[config.mk]
export PLATFORM = sky130hd
export DESIGN_NAME = decoder_slot_sequencer
export DESIGN_NICKNAME = d
export VERILOG_FILES = /design/src/rtl/decoder_slot_sequencer.sv
export SDC_FILE = /design/constraint.sdc
export NUM_CORES = 1
export LEC_CHECK = 0
export BUFFER_PORTS_ARGS = -buffer_cell sky130_fd_sc_hd__buf_2
export CAP_MARGIN = 20
export CORE_UTILIZATION = 56
export DETAILED_ROUTE_END_ITERATION = 16
export GPL_TIMING_DRIVEN = 0
export PLACE_DENSITY = 0.82
export SYNTH_ARGS = -nofsm -noshare
export SYNTH_HDL_FRONTEND = slang
export SYNTH_SLANG_ARGS = --single-unit
[constraint.sdc]
create_clock -name clk -period 4.5 [get_ports clk]
set_input_delay 0.225 -clock clk [delete_from_list [all_inputs] [get_ports clk]]
set_output_delay 0.225 -clock clk [all_outputs]
set_load 0.1 [all_outputs]
[src/rtl/decoder_slot_sequencer.sv]
// Strobe sequencer for a 74138-style 3-to-8 decoder.
// Walks first_slot..last_slot (with wrap) with a programmable dwell and a one-tick guard gap.
module decoder_slot_sequencer #(
    parameter int unsigned SEL_W   = 3,
    parameter int unsigned DWELL_W = 4
) (
    input  logic               clk,
    input  logic               reset_n,
    input  logic               ce,
    input  logic               start,
    input  logic               abort,
    input  logic [SEL_W-1:0]   first_slot,
    input  logic [SEL_W-1:0]   last_slot,
    input  logic [DWELL_W-1:0] dwell,
    output logic [SEL_W-1:0]   sel,
    output logic               g1,
    output logic               g2a_n,
    output logic               g2b_n,
    output logic               busy,
    output logic               done,
    output logic [SEL_W-1:0]   slot_idx
);

    localparam logic [SEL_W-1:0]   SelOne   = SEL_W'(1);
    localparam logic [DWELL_W-1:0] DwellOne = DWELL_W'(1);

    typedef enum logic [1:0] {StIdle, StActive, StGuard, StDone} state_e;

    state_e             state_q, state_d;
    logic [SEL_W-1:0]   sel_q, sel_d;
    logic [SEL_W-1:0]   last_q, last_d;
    logic [DWELL_W-1:0] dwell_q, dwell_d;
    logic [DWELL_W-1:0] cnt_q, cnt_d;
    logic [SEL_W-1:0]   idx_q, idx_d;
    logic               busy_q, busy_d;
    logic               done_q, done_d;
    logic               en_q, en_d;

    always_comb begin
        state_d = state_q;
        sel_d   = sel_q;
        last_d  = last_q;
        dwell_d = dwell_q;
        cnt_d   = cnt_q;
        idx_d   = idx_q;
        busy_d  = busy_q;
        done_d  = 1'b0;

        unique case (state_q)
            StIdle: begin
                if (ce && start) begin
                    sel_d   = first_slot;
                    last_d  = last_slot;
                    dwell_d = dwell;
                    cnt_d   = '0;
                    idx_d   = '0;
                    busy_d  = 1'b1;
                    state_d = StActive;
                end
            end
            StActive: begin
                if (ce) begin
                    if (cnt_q == dwell_q) begin
                        idx_d = idx_q + SelOne;
                        if (sel_q == last_q) begin
                            state_d = StDone;
                            done_d  = 1'b1;
                        end else begin
                            // sel moves only as the enables drop
                            state_d = StGuard;
                            sel_d   = sel_q + SelOne;
                        end
                    end else begin
                        cnt_d = cnt_q + DwellOne;
                    end
                end
            end
            StGuard: begin
                if (ce) begin
                    state_d = StActive;
                    cnt_d   = '0;
                end
            end
            StDone: begin
                state_d = StIdle;
                busy_d  = 1'b0;
            end
            default: state_d = StIdle;
        endcase

        if (abort && (state_q != StIdle)) begin
            state_d = StIdle;
            busy_d  = 1'b0;
            done_d  = 1'b0;
            idx_d   = '0;
            cnt_d   = '0;
        end

        // Enables come from a dedicated flop so the decoder never sees state-decode glitches
        en_d = (state_d == StActive);
    end

    always_ff @(posedge clk) begin
        if (!reset_n) begin
            state_q <= StIdle;
            sel_q   <= '0;
            last_q  <= '0;
            dwell_q <= '0;
            cnt_q   <= '0;
            idx_q   <= '0;
            busy_q  <= 1'b0;
            done_q  <= 1'b0;
            en_q    <= 1'b0;
        end else begin
            state_q <= state_d;
            sel_q   <= sel_d;
            last_q  <= last_d;
            dwell_q <= dwell_d;
            cnt_q   <= cnt_d;
            idx_q   <= idx_d;
            busy_q  <= busy_d;
            done_q  <= done_d;
            en_q    <= en_d;
        end
    end

    assign sel      = sel_q;
    assign g1       = en_q;
    assign g2a_n    = ~en_q;
    assign g2b_n    = ~en_q;
    assign busy     = busy_q;
    assign done     = done_q;
    assign slot_idx = idx_q;

endmodule

==> flow_metrics.env <==
export IMPL_result_of_the_run="finished, final reports clean"
export IMPL_tritoncts="yes"
export IMPL_skew_pair_late_insertion_delay_ns=0.31
export IMPL_yosys_cell_count_top_type="sky130_fd_sc_hd__dfxtp_1"
export IMPL_io_buffer_count=25
export IMPL_max_slew_worst_pin_slew_ns=0.487
export IMPL_required_ns=4.70
export IMPL_detailed_route_wire_length_per_cell_um=13.0
export IMPL_clkSinkCount=22
export IMPL_predominant_post_synthesis_flop_cell="sky130_fd_sc_hd__dfxtp_1"
export IMPL_post_layout_nonfiller_instances=179
export IMPL_timing_critical_path_arrival_ns=1.90
export IMPL_gpl_final_weighted_congestion=0.820
export IMPL_yosysWarningCount=0
export IMPL_antenna_violations_before_repair=0
export IMPL_clock_pin_slew_on_the_worst_setup_and_hold_paths_ns=0.12
export IMPL_syn_area_per_cell_um2=9.10
export IMPL_via_count_of_the_first_global_routing_pass=836
export IMPL_max_stage_delay_ns=0.38
export IMPL_netlist_area_mm2=0.00114
export IMPL_dr_total_vias=1003
export IMPL_critical_path_class="register to register"
export IMPL_cts_root_buf="sky130_fd_sc_hd__clkbuf_4"
export IMPL_count_of_cells_resized_by_post_cts_repair=0
export IMPL_netlist_instances=125
export IMPL_die_width_um=47.1
export IMPL_timing_final_setup_violations=0
export IMPL_rsz0062_at_grt="no"
export IMPL_power_frac_seq_pct=49.3
export IMPL_synth_top_cell_by_area="sky130_fd_sc_hd__dfxtp_1"
export IMPL_reg2reg_slack_ns=2.79
export IMPL_die_area_mm2=0.00222
export IMPL_routed_wirelength_mm=2.33
export IMPL_ir_drop_mv=0.224
export IMPL_cts_inserted_buffers=3
export IMPL_post_route_util_pct=73.1
export IMPL_synth_net_count=143
export IMPL_r2r_start="cnt_q[0]"
export IMPL_fillCellCount=155
export IMPL_num_nets_final=173
export IMPL_final_hold_violation_count=0
export IMPL_synth_seq_area_share_pct=38.7
export IMPL_tns_ns=0
export IMPL_synth_edf_count=0
export IMPL_yosys_cell_types_count=37
export IMPL_placedCellCount=175
export IMPL_htree_levels=1
export IMPL_fmax_ghz=0.586
export IMPL_placed_instance_area_mm2=0.00129
export IMPL_top_level_ports=26
export IMPL_layout_min_cycle_time_ns=1.71
export IMPL_synth_async_sr_flop_share_pct=0
export IMPL_path_cells="xnor2_1 -> and4_1 -> clkbuf_1 -> a31oi_2 -> o211ai_1 -> o31ai_1"
export IMPL_clock_path_buffers=2
export IMPL_min_delay_start="abort"
export IMPL_final_layout_size_suffix_gt1_share_pct=26.6
export IMPL_r2r_end="sel[2]"
export IMPL_start_util_pct=62.5
export IMPL_detail_route_drc_violations=0
export IMPL_power_per_cell_area_mw_per_mm2=318
export IMPL_cap_violations=0
export IMPL_combPwrFrac_pct=24.8
export IMPL_synth_common_cells="sky130_fd_sc_hd__dfxtp_1, sky130_fd_sc_hd__nor2_1, sky130_fd_sc_hd__mux2i_1, sky130_fd_sc_hd__xnor2_1"
export IMPL_antenna_cells_inserted=0
export IMPL_synth_ff_latch_count=22
export IMPL_top_family_by_delay_on_critical_path="compound AO/OA/AOI/OAI gates"
export IMPL_final_count_of_pins_violating_max_slew=0
export IMPL_cell_internal_pwr_uw=283
export IMPL_whs_path_depth=2
export IMPL_detail_placement_hpwl_mm=1.81
export IMPL_die_height_um=47.1
export IMPL_worst_hold_slack_ns=0.122
export IMPL_cp_endpoint_kind="register"
export IMPL_core_area_mm2=0.00182
export IMPL_timing_slew_headroom_pct=67.8
export IMPL_critical_path_startpoint_type="register"
export IMPL_grt_start_max_net_pins=13
export IMPL_finalPower_uw=423
export IMPL_cts_post_setup_buffers_inserted=0
export IMPL_globalRouteTotalUtil_pct=23.2
export IMPL_detail_route_iter0_violations=13
export IMPL_drt_antenna_net_count=0
export IMPL_ys_top_cells_by_area="sky130_fd_sc_hd__dfxtp_1, sky130_fd_sc_hd__mux2i_1, sky130_fd_sc_hd__xnor2_1"
export IMPL_crit_path_top_delay_cell="sky130_fd_sc_hd__dfxtp_1"
export IMPL_class_of_the_worst_hold_path="input pin to register"
export IMPL_fin_skew_ns=0.00232
export IMPL_worst_path_maximum_fanout=6
export IMPL_floorplan_rows=15
export IMPL_layout_setup_ws_ns=2.79
export IMPL_final_min_period_over_clock_period_pct=37.9
export IMPL_hold_bufs_inserted_after_cts=0
export IMPL_placement_setup_worst_slack_ns=2.82
export IMPL_syn2layout_area_growth_pct=16.9
export IMPL_detailedRoute_firstPassIterationCount=3
export IMPL_via_per_inst=5.60
export IMPL_worst_r2r_cell_count=6
export IMPL_power_frac_clock_pct=25.9
export IMPL_netlist_area_leader_share_pct=38.7
export IMPL_post_route_cell_area_mm2=0.00133
export IMPL_total_switching_power_uw=140
export IMPL_worstPathBufferInverterCount=1
export IMPL_p_leak_nw=0.531
export IMPL_power_switching_share_pct=33.1
export IMPL_grt_first_pass_wirelength_mm=3.53
export IMPL_grt_overflow=0
export IMPL_min_to="state_q[1]"
==> final cells by class <==
type,count,area [um^2],area share [%]
repair buffers,25,125,9.41
clock buffers,4,36.3,2.73
plain buffers,8,53.8,4.05
multi-input cells,91,628,47.2
flip-flops and latches,22,440,33.1
inverters,4,15.0,1.13
well taps,25,31.3,2.35
==> flip-flops by register name, summed over array words and instances (netlist names), 2 cells and up <==
| signal | flops |
|---|---|
| cnt_q | 4 |
| dwell_q | 4 |
| last_q | 3 |
| sel | 3 |
| slot_idx | 3 |
| state_q | 2 |
==> power groups by stage <==
stage               logic (mW)  registers (mW)  clock network (mW)
floorplan               0.0566           0.239                   0
global placement         0.102           0.213                   0
global route             0.112           0.210               0.122
detailed placement       0.104           0.213                   0
finish                   0.105           0.209               0.110
CTS                      0.105           0.209               0.114
==> kinds of logic after synthesis <==
| group | synth area share (%) |
|---|---|
| simple gates | 21.9 |
| compound gates | 15.1 |
| flops | 38.7 |
| buf+inv | 6.05 |
| mux | 8.80 |
| xor+xnor | 6.16 |
| fa+ha+maj | 3.30 |
==> cell usage in the layout, fill, tap and decap left out, drive strengths merged, types with 4 or more instances in the layout <==
master	Yosys	layout
xnor2	7	7
a21oi	6	6
buf	5	30
nand2	6	6
nand3	5	5
dfxtp	22	22
nor2	17	17
clkbuf	3	7
mux2i	10	10
inv	4	4
==> per-layer routing <==
metal | global-route usage [%] | wire [um]
met2 | 38.3 | 1160
met1 | 28.3 | 1060
met3 | 2.31 | 69
met4 | 16.0 | 44
met5 | 0 | 0
==> worst max-delay path by stage <==
stage,cells past startpoint,to,slack [ns],startpoint
final,6,sel[2],2.79,cnt_q[0]
after global routing,6,sel[2],2.68,cnt_q[3]
after CTS,6,sel[2],2.79,cnt_q[0]
after detailed placement,6,sel[2],2.82,cnt_q[0]
after global placement,6,sel[2],2.87,cnt_q[0]
after floorplan,2,g2b_n,2.22,g1
==> worst register-to-register path: stages (launching register included) <==
cell                       delay [ns]
sky130_fd_sc_hd__dfxtp_1         0.38
sky130_fd_sc_hd__xnor2_1         0.25
sky130_fd_sc_hd__and4_1          0.22
sky130_fd_sc_hd__clkbuf_1        0.24
sky130_fd_sc_hd__a31oi_2         0.20
sky130_fd_sc_hd__o211ai_1        0.21
sky130_fd_sc_hd__o31ai_1         0.09
No activity file was read; power rests on OpenSTA's default activity.
